**config.mk**
```make
export PLATFORM = sky130hd
export DESIGN_NAME = adam_boot_seq
export DESIGN_NICKNAME = d
export VERILOG_FILES = /design/src/rtl/adam_boot_seq.sv
export SDC_FILE = /design/constraint.sdc
export NUM_CORES = 1
export LEC_CHECK = 0
export BUFFER_PORTS_ARGS = -buffer_cell sky130_fd_sc_hd__buf_2
export CAP_MARGIN = 20
export CORE_MARGIN = 1
export CORE_UTILIZATION = 33
export DETAILED_ROUTE_END_ITERATION = 12
export PLACE_DENSITY = 0.6
export SLEW_MARGIN = 20
export SYNTH_ARGS = -nofsm -noshare
export SYNTH_HDL_FRONTEND = slang
export SYNTH_SLANG_ARGS = --single-unit
```
**constraint.sdc**
```tcl
create_clock -name clk -period 2.5 [get_ports clk]
set_input_delay 0.5 -clock clk [delete_from_list [all_inputs] [get_ports clk]]
set_output_delay 0.5 -clock clk [all_outputs]
set_load 0.05 [all_outputs]
```
**src/rtl/adam_boot_seq.sv**
```systemverilog
// Boot sequencer: holds every memory and CPU channel in reset/pause after
// power-on, then releases MEM0 and CPU0 in order, waiting for each channel's
// pause acknowledge to drop (bounded by a timeout) before moving on.
module adam_boot_seq #(
  parameter int unsigned NO_CPUS           = 1,
  parameter int unsigned NO_MEMS           = 3,
  parameter int unsigned RST_CYCLES        = 5,
  parameter logic [31:0] RST_BOOT_ADDR     = 32'h0100_0000,
  parameter bit          EN_BOOTSTRAP_CPU0 = 1'b1,
  parameter bit          EN_BOOTSTRAP_MEM0 = 1'b1,
  parameter int unsigned ACK_TIMEOUT       = 255
) (
  input  logic               clk,
  input  logic               rst_n,
  output logic [NO_MEMS-1:0] mem_rst,
  output logic [NO_MEMS-1:0] mem_pause_req,
  input  logic [NO_MEMS-1:0] mem_pause_ack,
  output logic [NO_CPUS-1:0] cpu_rst,
  output logic [NO_CPUS-1:0] cpu_pause_req,
  input  logic [NO_CPUS-1:0] cpu_pause_ack,
  output logic [31:0]        cpu0_boot_addr,
  output logic               boot_done,
  output logic               boot_err
);

  localparam int unsigned HOLD_W = 8;
  localparam int unsigned WAIT_W = 16;

  // Terminal counts: the counters start at 0, so the last cycle is N-1.
  localparam logic [HOLD_W-1:0] HOLD_LAST = HOLD_W'(RST_CYCLES - 1);
  localparam logic [WAIT_W-1:0] WAIT_LAST = WAIT_W'(ACK_TIMEOUT - 1);

  typedef enum logic [2:0] {
    HOLD     = 3'd0,
    MEM_REL  = 3'd1,
    MEM_WAIT = 3'd2,
    CPU_REL  = 3'd3,
    CPU_WAIT = 3'd4,
    DONE     = 3'd5
  } state_t;

  // Successor states are fixed by the bootstrap enables at elaboration time.
  localparam state_t AFTER_MEM  = EN_BOOTSTRAP_CPU0 ? CPU_REL : DONE;
  localparam state_t AFTER_HOLD = EN_BOOTSTRAP_MEM0 ? MEM_REL : AFTER_MEM;

  state_t              state;
  logic [HOLD_W-1:0]   hold_cnt;
  logic [WAIT_W-1:0]   wait_cnt;

  // Only bit 0 of each ack vector is consumed; the rest are kept for symmetry.
  logic unused_ack_bits;
  assign unused_ack_bits = ^{mem_pause_ack, cpu_pause_ack};

  // Boot address is a constant strap, valid even while in reset.
  assign cpu0_boot_addr = RST_BOOT_ADDR;

  // Sequencer state, counters and registered channel controls.
  always_ff @(posedge clk or negedge rst_n) begin
    if (!rst_n) begin
      state         <= HOLD;
      hold_cnt      <= '0;
      wait_cnt      <= '0;
      mem_rst       <= '1;
      mem_pause_req <= '1;
      cpu_rst       <= '1;
      cpu_pause_req <= '1;
      boot_done     <= 1'b0;
      boot_err      <= 1'b0;
    end else begin
      case (state)
        HOLD: begin
          if (hold_cnt == HOLD_LAST) begin
            state <= AFTER_HOLD;
            if (AFTER_HOLD == MEM_REL) mem_rst[0] <= 1'b0;
            if (AFTER_HOLD == CPU_REL) cpu_rst[0] <= 1'b0;
            if (AFTER_HOLD == DONE)    boot_done  <= 1'b1;
          end else begin
            hold_cnt <= hold_cnt + HOLD_W'(1);
          end
        end

        MEM_REL: begin
          state            <= MEM_WAIT;
          mem_pause_req[0] <= 1'b0;
          wait_cnt         <= '0;
        end

        MEM_WAIT: begin
          if (!mem_pause_ack[0] || (wait_cnt == WAIT_LAST)) begin
            // Timeout flags the error but still lets the boot proceed.
            if (mem_pause_ack[0]) boot_err <= 1'b1;
            state    <= AFTER_MEM;
            wait_cnt <= '0;
            if (AFTER_MEM == CPU_REL) cpu_rst[0] <= 1'b0;
            if (AFTER_MEM == DONE)    boot_done  <= 1'b1;
          end else begin
            wait_cnt <= wait_cnt + WAIT_W'(1);
          end
        end

        CPU_REL: begin
          state            <= CPU_WAIT;
          cpu_pause_req[0] <= 1'b0;
          wait_cnt         <= '0;
        end

        CPU_WAIT: begin
          if (!cpu_pause_ack[0] || (wait_cnt == WAIT_LAST)) begin
            if (cpu_pause_ack[0]) boot_err <= 1'b1;
            state     <= DONE;
            wait_cnt  <= '0;
            boot_done <= 1'b1;
          end else begin
            wait_cnt <= wait_cnt + WAIT_W'(1);
          end
        end

        DONE: begin
          state <= DONE;
        end

        default: begin
          state <= HOLD;
        end
      endcase
    end
  end

endmodule

```
==> summary.txt <==
===============================================================================
Post-synthesis instance area                                           1980 um2
PD cells                                                             883 nW/um2
Standard-cell rows                                                           27
Commonest cells in the synthesized netlist                         37 x buf_4, 29 x dfrtp_1, 10 x a21oi_1, 10 x inv_1, 10 x nand2_1
Root Driver                                                            clkbuf_8
Total setup violations reported at the end of the flow                        0
Portion of netlist area occupied by mux cells                                0%
Total wirelength of the detailed-routed design                          3300 um
Primary flip-flop cell chosen by synthesis mapping                      dfrtp_1
Maximum frequency from static timing analysis                         0.517 GHz
# port buffers                                                                9
Overall track demand over capacity in global routing                      12.1%
Die footprint                                                          6310 um2
Largest net degree at the start of global routing                            34
TritonCTS clock tree                                                        yes
Final instance area                                                    2040 um2
Most area-hungry cell type in the Yosys netlist                         dfrtp_1
Run status                                                         complete, no violations
Minimum setup slack in the final design                                0.567 ns
Arr. time, crit path                                                    2.10 ns
Aggregate global routing overflow                                             0
Clk sink count                                                               33
Count of TritonRoute iterations in the first routing pass                     4
Final Critical Period                                                   1.93 ns
Capturing element type of the critical path                            register
Class of the worst hold path                                        in -> async
Most frequently used cell type in the post-synthesis netlist              buf_4
Share of the cycle needed by the critical path after routing              77.3%
Worst-case headroom to the max-slew limit                                 50.0%
First-pass GRT wire length                                              5940 um
Worst Tran Pin Value                                                   0.749 ns
Number of global-route vias before repair                                  1301
Max Fanout on Critical Path                                                  12
Number of endpoints with negative hold slack in the final report              0
Register area                                                           831 um2
Detail Route Antenna Nets                                                     0
Number of hold buffers added after CTS                                        0
Post-synthesis share of cell area spent on xor and xnor gates             5.31%
Complex-gate fraction of the synthesized area                             12.3%
Filler Cell Count                                                           571
Setup slack at placement                                               0.571 ns
Vias after detailed routing                                                1355
Post CTS Setup Buffer Count                                                   0
Startpoint class of the critical path                                  register
Synth Area in Adders                                                      2.53%
Cell-by-cell listing of the critical path                          inv_1 > ha_1 > nor4b_1 > nand4_1 > a21oi_1 > buf_4 > nor2_1
Final GP Congestion                                                       0.774
Ys async rst share                                                         100%
Part of the Yosys area used for sequential elements                       42.0%
WL/cell                                                                 11.5 um
Hpwl dp                                                                 2330 um
Mean area per synthesized cell                                         9.75 um2
RSZ-0062 raised after global routing                                         no
Cell types with the largest area share after synthesis             dfrtp_1 37%, buf_4 14%, dfstp_2 5.3%
Number of antenna repair diodes                                               0
Setup TNS                                                                  0 ns
Insertion delay to the later sink of the worst-skew pair                0.28 ns
Effective utilization at floorplan                                        35.1%
Largest family of logic cells by synthesized area                  simple AND/OR/NAND/NOR gates
Width of the die                                                        79.4 um
Synth Area in Simple Gates                                                20.3%
Number of unique standard cell types used by synthesis                       46
Area share of the leading cell type in the synthesized netlist            36.7%
Max-slew violation total from the final report                                0
Final clock skew                                                     0.00413 ns
CTS H-tree lvls                                                               2
Number of max-capacitance violations reported                                 0
Flip-flop and latch count after synthesis                                    33
Area used by multi-input combinational logic                            936 um2
Yosys warning total                                                           4
Area post-placement                                                    1950 um2
Critical Path Slowest Stage Cell                                        dfrtp_1
Total I/O pin count                                                          48
Data required time of the worst path                                    2.67 ns
Layout Area Growth over Synthesis                                         2.91%
Gates resized, CTS repair                                                     0
Number of buffers created by CTS                                              5
Static power due to leakage                                            0.922 nW
Iteration-0 DRC count of the detailed router                                 66
Number of nets in the finished design                                       223
Die boundary height                                                     79.4 um
DRC viols                                                                     0
Slowest cell delay on critical path                                     0.41 ns
Crit path kind                                                       reg -> reg
Share of layout cells above drive strength 1                              14.0%
Largest vdd supply drop                                                0.373 mV
Initial antenna violation count                                               0
Clock-pin transition on the worst setup and hold timing paths           0.06 ns
Area of the placeable core                                             5640 um2
Vias per Instance                                                          4.74
CTS max path bufs                                                             2
Gate Count Post-Synth                                                       203
Post-synth EDFFs                                                              0
===============================================================================
## cells by family (layout without fill, tap and decap cells)
group,after synthesis,in the layout
and+or+nand+nor,65,65
other,2,36
AOI/OAI and AO/OA,36,36
adders and majority gates,4,4
xor gates and xnor gates,12,12
buffers and inverters,51,28
DFF,33,33
## cell usage in the layout, fill, tap and decap left out, drive strengths merged
master and instances:
a211oi 1, o311ai 1, nand4bb 1, o31ai 3, and3 3, a31oi 2, inv 10, nand3 9
o21ai 10, and4bb 1, and4 3, ha 4, a22oi 1, clkbuf 8, a21oi 11, or3 9
conb 36, nand4 9, nand3b 1, nand2 11, dfrtp 29, nor4bb 1, o22ai 2, xnor2 8
nand2b 1, nor4b 1, nor2b 4, nor3 2, a21boi 2, nor2 8, or4 1, a21o 1
a211o 1, buf 10, a31o 1, dfstp 4, xor2 4
## report_power, final
part | internal [mW] | switching (mW)
registers | 0.618 | 0.119
clock network | 0.224 | 0.185
logic | 0.208 | 0.447
total | 1.05 | 0.750
## layout make-up
cell class	count	area share [%]
Sequential cell	33	40.8
Tap cell	72	4.42
Inverter	10	1.84
Multi-Input combinational cell	153	45.9
Timing Repair Buffer	10	2.58
Clock buffer	8	4.42
## per-layer routing
| layer | track usage [%] | up-vias | wire length [um] |
|---|---|---|---|
| li1 | - | 655 | - |
| met1 | 15.4 | 663 | 1550 |
| met2 | 19.1 | 32 | 1560 |
| met3 | 3.31 | 5 | 142 |
| met4 | 4.91 | 0 | 42 |
| met5 | 0 | - | 0 |
## sequential cells by signal (all words and copies together) (netlist names)
| register | cells |
|---|---|
| boot_done | 1 |
| cpu_pause_req | 1 |
| mem_pause_req | 1 |
| boot_err | 1 |
| mem_rst | 1 |
| hold_cnt | 8 |
| cpu_rst | 1 |
| wait_cnt | 16 |
| state | 3 |
## metrics by stage
step	instances	util (%)	hold slack, ns	power [mW]
after floorplan	237	-	0.204	1.35
after global placement	278	34.5	0.459	1.39
after detailed placement	278	34.5	0.464	1.41
after CTS	286	36.1	0.311	1.83
after global routing	286	36.1	0.345	1.94
final	286	36.1	0.286	1.80
## critical path, delay by kind of cell (launching register included)
family / cells / cell delay, ns
simple gates: 3 / 0.70
flops: 1 / 0.41
buf+inv: 2 / 0.30
compound gates: 1 / 0.25
fa+ha+maj: 1 / 0.16
## path summary, 6_finish.rpt
check | start | end | slack (ns) | depth (start not counted)
worst max-delay path | wait_cnt[0] | wait_cnt[7] | 0.57 | 7
worst min-delay path | rst_n | wait_cnt[4] | 0.29 | 1
worst max register to register | wait_cnt[0] | wait_cnt[7] | 0.57 | 7
worst min register to register | boot_err | boot_err | 0.47 | 2
max in group asynchronous | rst_n | wait_cnt[1] | 1.73 | 1
min in group clk | boot_err | boot_err | 0.47 | 2
Power figures use the tool's default switching activity.
